<file path="config.mk">
export PLATFORM = sky130hd
export DESIGN_NAME = huffman_coder
export DESIGN_NICKNAME = d
export VERILOG_FILES = /design/src/rtl/huffman_coder.sv
export SDC_FILE = /design/constraint.sdc
export NUM_CORES = 1
export LEC_CHECK = 0
export ABC_AREA = 1
export BUFFER_PORTS_ARGS = -buffer_cell sky130_fd_sc_hd__buf_2
export CORE_MARGIN = 1
export CORE_UTILIZATION = 45
export DETAILED_ROUTE_END_ITERATION = 8
export RECOVER_POWER = 50
export SYNTH_ARGS = -nofsm -noshare
export SYNTH_HDL_FRONTEND = slang
export SYNTH_SLANG_ARGS = --single-unit
</file>
<file path="constraint.sdc">
create_clock -name clk -period 10.9 [get_ports clk]
set_input_delay 0.545 -clock clk [delete_from_list [all_inputs] [get_ports clk]]
set_output_delay 0.545 -clock clk [all_outputs]
set_load 0.05 [all_outputs]
</file>
<file path="src/rtl/huffman_coder.sv">
// -----------------------------------------------------------------------------
// huffman_coder
//   Builds a Huffman code for six symbols A1..A6 from their occurrence counts.
//   The counts are captured, the six leaves are ranked by count (descending,
//   lower index wins ties), then five merges of the two lowest-ranked nodes
//   grow the codewords one bit at a time from the LSB upwards. The finished
//   codes and masks are published with a one-cycle code_valid pulse. Latency
//   from the CNT_valid sample to code_valid is a fixed 7 cycles.
//
//   Optional feature (macro HUFFMAN_SUM_CHECK_EN): adds output sum_err, which is
//   high in the code_valid cycle when the six counts do not total 100.
//
// Ports
//   clk            rising-edge clock
//   reset          synchronous active-high reset
//   CNT_valid      one-cycle pulse; CNT1..CNT6 are valid (accepted in IDLE only)
//   CNT1..CNT6     8-bit occurrence counts of A1..A6
//   code_valid     one-cycle pulse; HC/M hold a new result
//   HC1..HC6       codeword of Ai, right-aligned, upper bits zero
//   M1..M6         mask of HCi, (1 << len_i) - 1
//   sum_err        (HUFFMAN_SUM_CHECK_EN only) count total != 100
// -----------------------------------------------------------------------------
module huffman_coder (
   input  logic       clk,
   input  logic       reset,
   input  logic       CNT_valid,
   input  logic [7:0] CNT1,
   input  logic [7:0] CNT2,
   input  logic [7:0] CNT3,
   input  logic [7:0] CNT4,
   input  logic [7:0] CNT5,
   input  logic [7:0] CNT6,
   output logic       code_valid,
   output logic [7:0] HC1,
   output logic [7:0] HC2,
   output logic [7:0] HC3,
   output logic [7:0] HC4,
   output logic [7:0] HC5,
   output logic [7:0] HC6,
   output logic [7:0] M1,
   output logic [7:0] M2,
   output logic [7:0] M3,
   output logic [7:0] M4,
   output logic [7:0] M5,
   output logic [7:0] M6
`ifdef HUFFMAN_SUM_CHECK_EN
   ,
   output logic       sum_err
`endif
);

   typedef enum logic [1:0] {IDLE, SORT, MERGE, DONE} state_e;

   // A node of the merge list: its total count and the set of member symbols.
   typedef struct packed {
      logic [7:0] cnt;
      logic [5:0] mem;
   } node_t;

   state_e     state_q, state_d;
   logic [7:0] cnt_q  [6], cnt_d  [6];
   node_t      node_q [6], node_d [6];   // position 0 = highest rank
   logic [7:0] code_q [6], code_d [6];
   logic [2:0] len_q  [6], len_d  [6];
   logic [2:0] mcnt_q, mcnt_d;           // merges already performed
   logic [7:0] hc_q   [6], hc_d   [6];
   logic [7:0] m_q    [6], m_d    [6];
   logic       valid_q, valid_d;

   logic [2:0] rank;    // sort position of one symbol
   logic [2:0] lo, up;  // list positions of the lowest and second-lowest node
   logic [2:0] ins;     // reinsertion position of the merged node
   node_t      merged;

   always_comb begin
      // NOTE: every signal written here gets a default first, so no path can
      // leave one unassigned and infer a latch.
      state_d = state_q;
      cnt_d   = cnt_q;
      node_d  = node_q;
      code_d  = code_q;
      len_d   = len_q;
      mcnt_d  = mcnt_q;
      hc_d    = hc_q;
      m_d     = m_q;
      valid_d = 1'b0;
      rank    = '0;
      ins     = '0;
      lo      = 3'd5 - mcnt_q;
      up      = 3'd4 - mcnt_q;
      merged.cnt = node_q[lo].cnt + node_q[up].cnt;
      merged.mem = node_q[lo].mem | node_q[up].mem;

      case (state_q)
         IDLE: begin
            if (CNT_valid) begin
               cnt_d[0] = CNT1;
               cnt_d[1] = CNT2;
               cnt_d[2] = CNT3;
               cnt_d[3] = CNT4;
               cnt_d[4] = CNT5;
               cnt_d[5] = CNT6;
               for (int i = 0; i < 6; i++) begin
                  code_d[i] = '0;
                  len_d[i]  = '0;
               end
               state_d = SORT;
            end
         end

         SORT: begin
            // Rank = number of symbols that outrank this one; ranks form a
            // permutation, so each list slot is written exactly once.
            for (int i = 0; i < 6; i++) begin
               rank = '0;
               for (int j = 0; j < 6; j++) begin
                  if ((cnt_q[j] > cnt_q[i]) || ((cnt_q[j] == cnt_q[i]) && (j < i)))
                     rank = rank + 3'd1;
               end
               node_d[rank] = {cnt_q[i], 6'b1 << i};
            end
            mcnt_d  = '0;
            state_d = MERGE;
         end

         MERGE: begin
            // Lowest node gets bit 1 at position len; upper node gets bit 0,
            // which is already zero, so only its length advances.
            for (int s = 0; s < 6; s++) begin
               if (node_q[lo].mem[s])
                  code_d[s] = code_q[s] | (8'd1 << len_q[s]);
               if (merged.mem[s])
                  len_d[s] = len_q[s] + 3'd1;
            end
            // Surviving nodes 0..up-1 are sorted, so those strictly larger
            // than the merged count form a prefix; insert right after it.
            for (int k = 0; k < 6; k++) begin
               if ((3'(k) < up) && (node_q[k].cnt > merged.cnt))
                  ins = ins + 3'd1;
            end
            node_d[0] = (ins == 3'd0) ? merged : node_q[0];
            for (int k = 1; k < 6; k++) begin
               if (3'(k) < ins)       node_d[k] = node_q[k];
               else if (3'(k) == ins) node_d[k] = merged;
               else if (3'(k) <= up)  node_d[k] = node_q[k-1];
               else                   node_d[k] = '0;
            end
            if (mcnt_q == 3'd4) state_d = DONE;
            else                mcnt_d  = mcnt_q + 3'd1;
         end

         DONE: begin
            for (int i = 0; i < 6; i++) begin
               hc_d[i] = code_q[i];
               m_d[i]  = (8'd1 << len_q[i]) - 8'd1;
            end
            valid_d = 1'b1;
            state_d = IDLE;
         end

         default: state_d = IDLE;
      endcase
   end

   always_ff @(posedge clk) begin
      if (reset) begin
         // NOTE: these arrays are a handful of flops, not a RAM, so clearing
         // them in reset is cheap and keeps every internal node defined.
         state_q <= IDLE;
         cnt_q   <= '{default: '0};
         node_q  <= '{default: '0};
         code_q  <= '{default: '0};
         len_q   <= '{default: '0};
         mcnt_q  <= '0;
         hc_q    <= '{default: '0};
         m_q     <= '{default: '0};
         valid_q <= 1'b0;
      end else begin
         // NOTE: non-blocking assignments so every register updates from the
         // values present before the edge.
         state_q <= state_d;
         cnt_q   <= cnt_d;
         node_q  <= node_d;
         code_q  <= code_d;
         len_q   <= len_d;
         mcnt_q  <= mcnt_d;
         hc_q    <= hc_d;
         m_q     <= m_d;
         valid_q <= valid_d;
      end
   end

   assign code_valid = valid_q;
   assign HC1 = hc_q[0];
   assign HC2 = hc_q[1];
   assign HC3 = hc_q[2];
   assign HC4 = hc_q[3];
   assign HC5 = hc_q[4];
   assign HC6 = hc_q[5];
   assign M1  = m_q[0];
   assign M2  = m_q[1];
   assign M3  = m_q[2];
   assign M4  = m_q[3];
   assign M5  = m_q[4];
   assign M6  = m_q[5];

`ifdef HUFFMAN_SUM_CHECK_EN
   logic [8:0] cnt_sum;
   logic       sum_err_q, sum_err_d;

   always_comb begin
      cnt_sum = 9'(cnt_q[0]) + 9'(cnt_q[1]) + 9'(cnt_q[2]) +
                9'(cnt_q[3]) + 9'(cnt_q[4]) + 9'(cnt_q[5]);
      sum_err_d = (state_q == DONE) && (cnt_sum != 9'd100);
   end

   always_ff @(posedge clk) begin
      if (reset) sum_err_q <= 1'b0;
      else       sum_err_q <= sum_err_d;
   end

   assign sum_err = sum_err_q;
`endif

endmodule

</file>
==> results of run 1 <==
[cells by family (layout without fill, tap and decap cells)]
logic type / after synthesis / in the layout / synth area share
xor+xnor: 15 / 15 / 0.005375
fa+ha+maj: 241 / 241 / 0.1237
other cells: 0 / 2 / 0
simple gates: 1899 / 1899 / 0.3285
compound gates: 850 / 850 / 0.1867
buf+inv: 686 / 767 / 0.1101
flops: 300 / 300 / 0.2457
[final timing paths]
| kind | slack [ps] | end | depth (start not counted) | start |
|---|---|---|---|---|
| setup / recovery | 2290 | node_q[1] | 46 | mcnt_q[1] |
| hold reg to reg | 440 | HC6[5] | 2 | code_q[5] |
| setup reg to reg | 2290 | node_q[1] | 46 | mcnt_q[1] |
| hold / removal | 230 | cnt_q[41] | 3 | CNT1[1] |
[placed cells by master, fill, tap and decap left out, types with 5 or more instances in the layout]
master,count
a31oi_1,5
xor2_1,8
clkbuf_16,36
o211ai_1,25
o21ai_1,12
nor2_4,5
buf_4,28
clkinv_1,18
nand2_2,34
nand3_2,7
nand2_1,953
dfxtp_1,299
nand3_1,369
xnor2_1,7
nor3_1,21
clkbuf_1,108
o31ai_1,8
a21oi_1,412
buf_2,49
o21a_1,5
clkbuf_8,8
nor2_1,425
o21ai_0,326
nor2_2,12
or2_2,11
inv_1,492
a211oi_1,14
o221ai_1,17
inv_2,14
nand3b_1,15
o22ai_1,5
ha_1,240
nand4_1,34
[layout make-up]
class,count,area (um^2),area share
tap,696,870.8,0.03261
antenna,2,5.005,0.0001874
timing repair buffer,178,834.6,0.03125
sequential,300,6007,0.2249
multi-input combinational,3005,15770,0.5903
clock inverter,13,214.0,0.008011
clock buffer,51,1037,0.03884
inverter,525,1972,0.07383
[critical path, delay by kind of cell, from the launching register on]
kind	cells	cell delay (ps)
AO/OA/AOI/OAI	5	800
XOR/XNOR	1	90
flip-flops	1	440
adder cells (fa/ha/maj)	8	2590
AND/OR/NAND/NOR	23	3410
buffers and inverters	9	1180
[state kept, by name, summed over array words and instances, names as in the netlist]
name,flops
len_q,18
M2,8
code_q,48
M5,8
M1,8
cnt_q,48
M4,8
M3,8
state_q,2
HC1,8
node_q,84
HC3,8
HC2,8
HC5,8
mcnt_q,3
M6,8
HC6,8
code_valid,1
HC4,8
[per-stage QoR]
| stage | hold WS [ps] | util | cells |
|---|---|---|---|
| 4_1_cts | 219.1 | 0.5002 | 4768 |
| 3_3_place_gp | 441.5 | 0.4769 | 4704 |
| 2_1_floorplan | 429.7 | - | 3991 |
| 5_1_grt | 255.4 | 0.4973 | 4770 |
| 3_5_place_dp | 448.3 | 0.4769 | 4704 |
| 6_report | 231.0 | 0.4973 | 4770 |
[routing by layer]
metal | vias to the layer above | part of all wire
met5 | - | 0
met4 | 0 | 0.051
met3 | 242 | 0.088
met2 | 1279 | 0.43
met1 | 11950 | 0.43
li1 | 13170 | -
==> impl_metrics.ini, run 1 <==
[clock_network]
tritoncts = built
cts_setup_buffers = 0
clock-sinks = 300
htreeDepth = 2
cts-root-buf = clkbuf_16
cts_buffers = 36
cts_resized = 0
holdBufCountCts = 0
path_clk_slew_ps = 80
clockBufferDepth = 3
clk_latency_ps = 590

[floorplanning]
die_w_um = 235.1
std_cell_rows = 85
io_pins = 148
start_util = 0.4551
fp.dieArea_um2 = 55260
die_h_um = 235.1
core-area_um2 = 53710

[place]
dp.final_hpwl_mm = 68.55
placedInstanceArea_um2 = 25610
gp_congestion = 1.016
dp_slack_ps = 2545
io_buffers = 147

[drt]
wire_per_inst_um = 19.86
vias = 26640
routed_via_density = 5.585
drc = 0
drt_pre_antenna_iters = 8
postRouteAntennaNets = 0
drt_iter0_drc = 3033
routed_wl_mm = 94.74

[critical_path]
critPathMaxStageDelay_ps = 660
end_kind = flip-flop
crit_arrival_ps = 9110
path_class = reg2reg
worst-path-max-fanout = 29
critPathMostFrequentCell = nand2_1
critPathLaunchType = flip-flop
critPathSlowestCell = ha_1
cp_data_required_time_ps = 11390

[finish]
areaGrowthSynthToFinish_pct = 9.254
nNetsFinal = 4338
fin_area_um2 = 26710
fill_cells = 5769
layout-drive-gt1-share = 0.05771

[timing]
min_period_ps = 8615
fin_ws_ps = 2285
setup_viol = 0
tightestPinTransition_ps = 3553
max_slew_margin = -1.369
drv_slew = 405
finalClockSkew_ps = 37.35
finalSetupTns_ps = 0
rsz0062_at_grt = false
timing.fmax_mhz = 116.1
hold_viol = 0
period_share = 0.7903

[synthesis]
syn_area_um2 = 24440
async_flop_share = 0
synth.top_cell.area_share = 0.2457
netlist_instances = 3991
synth_warnings = 0
synthTopCellsByArea = dfxtp_1, nand2_1, ha_1
ys_types = 52
ys_ff_latch = 300
yosys.area.top_type = dfxtp_1
synth-edff-count = 0
avgSynthCellArea_um2 = 6.125
ys_seq_area_frac = 0.2457
synth_ff_type = dfxtp_1
synth.most_common_cell = nand2_1
synthTopCellsByCount = nand2_1, inv_1, nor2_1
syn_nets = 4283

[grt]
grt_max_degree = 99
grt_pass1_wl_mm = 143.1
grt_usage = 0.3341
grt_use_met2 = 0.5143
grt.met3_usage = 0.04969
busiest_layer = met2
grt_pass1_vias = 23830
grt_antenna_before_repair = 2
gr-total-overflow = 0
grt.met1_usage = 0.4560

[outcome]
violations = max-capacitance violations, max-slew violations
status = finished, violations left

[run]
drv_cap = 6

[hold_path]
hold_class = in2reg
Power of run 1 is left out: the tool's default activity adds up to more than one toggle a clock period on the data nets, which glitch-free logic cannot reach.
==> run 2, diff against run 1 <==
==> constraint.sdc (replaced) <==
create_clock -name clk -period 7.05 [get_ports clk]
set_input_delay 0.3525 -clock clk [delete_from_list [all_inputs] [get_ports clk]]
set_output_delay 0.3525 -clock clk [all_outputs]
set_load 0.05 [all_outputs]
==> run 2 against run 1 <==
Against the previous run: the flow still finishes with violations (max-capacitance violations, max-slew violations); non-clock buffer count grew 48; final area grew 2.9%; worst hold slack lost 180 ps; setup slack lost 1800 ps; largest cell class unchanged; highest routed layer unchanged.
==> impl_metrics.ini, run 2 (synthesis results as in run 1) <==
[outcome]
status = finished, violations left
violations = max-capacitance violations, max-slew violations

[floorplanning]
start_util = 0.4551
die_h_um = 235.1
core-area_um2 = 53710
fp.dieArea_um2 = 55260
die_w_um = 235.1
io_pins = 148
std_cell_rows = 85

[clock_network]
path_clk_slew_ps = 70
clk_latency_ps = 580
holdBufCountCts = 0
clock-sinks = 300
clockBufferDepth = 3
htreeDepth = 2
cts_buffers = 37
cts-root-buf = clkbuf_16
tritoncts = built

[timing]
timing.fmax_mhz = 152.1
max_slew_margin = -1.464
setup_viol = 0
drv_slew = 274
finalClockSkew_ps = 30.86
fin_ws_ps = 477.0
period_share = 0.9323
hold_viol = 0
min_period_ps = 6573
tightestPinTransition_ps = 3697

[critical_path]
critPathMaxStageDelay_ps = 440
end_kind = flip-flop
critPathSlowestCell = o21ai_0
critPathLaunchType = flip-flop
critPathMostFrequentCell = nand2_1
worst-path-max-fanout = 11
regToRegSetupSlack_ps = 480
path_buf_inv = 6
crit_arrival_ps = 7050
path_class = reg2reg
cp_data_required_time_ps = 7530
crit_family = simple AND/OR/NAND/NOR gates

[grt]
grt_max_degree = 143
busiest_layer = met2
grt_antenna_before_repair = 1
grt_pass1_wl_mm = 143.9
grt.met1_usage = 0.4651
grt.met3_usage = 0.04441
gr-total-overflow = 0
grt_usage = 0.3334
grt_pass1_vias = 23860
grt_use_met2 = 0.5095

[drt]
postRouteAntennaNets = 0
vias = 26760
drt_pre_antenna_iters = 6
wire_per_inst_um = 19.68
drc = 0
drt_iter0_drc = 2965
routed_via_density = 5.551
routed_wl_mm = 94.85

[finish]
nNetsFinal = 4387
reg_top3 = node_q: 84 flops, cnt_q: 48 flops, code_q: 48 flops
largest_reg_flops = 84
areaGrowthSynthToFinish_pct = 12.41
top_register = node_q
fin_area_um2 = 27480
final_common_cell = nand2_1
layout-drive-gt1-share = 0.07836
layout_common_cells = nand2_1, inv_1, nor2_1, a21oi_1, nand3_1

[place]
dp_slack_ps = 96.87
dp.final_hpwl_mm = 70.17
io_buffers = 147
placedInstanceArea_um2 = 26120
gp_congestion = 1.024

[run]
drv_cap = 3

[hold_path]
hold_class = in2reg
-- run 2: stage by stage --
stage          cells  utilization  hold slack [ps]  TNS (ps)
6_report        4820       0.5116            54.49         0
5_1_grt         4819       0.5116            71.56    -14.93
4_1_cts         4813       0.5102            45.39         0
3_5_place_dp    4747       0.4863            446.4         0
3_3_place_gp    4747       0.4863            445.2         0
2_1_floorplan   3991            -            429.7         0
-- run 2: metal layers --
metal,part of all wire,wire length [um]
met5,0,0
met4,0.046,4388
met3,0.082,7795
met1,0.44,41990
met2,0.43,40680
-- run 2: final cells by class --
type | instances | area [um^2]
fill | 5677 | 26230
multi-input combinational | 3005 | 16030
sequential | 300 | 6011
inverter | 525 | 1983
timing repair buffer | 226 | 1292
clock buffer | 49 | 1032
tap | 696 | 870.8
clock inverter | 17 | 252.7
antenna | 2 | 5.005
-- run 2: repair_timing --
item                                    4_1_cts  5_1_grt
setup buffers                                 0        3
endpoints found under the setup margin        0       84
gates resized for setup                       0       39
-- run 2: path summary, 6_finish.rpt --
| check | cells past startpoint | to | startpoint |
|---|---|---|---|
| worst max-delay path | 41 | node_q[53] | mcnt_q[0] |
| worst min register to register | 2 | HC6[5] | code_q[5] |
| worst min-delay path | 3 | cnt_q[8] | CNT5[0] |
| worst max register to register | 41 | node_q[53] | mcnt_q[0] |
-- run 2: worst register-to-register path: cells and delay by family (launching register included) --
kind	cells	cell delay [ps]
fa+ha+maj	8	1980
compound gates	3	620
xor+xnor	1	320
flops	1	360
simple gates	23	2360
buf+inv	6	870
Power of run 2 is left out for the same reason.
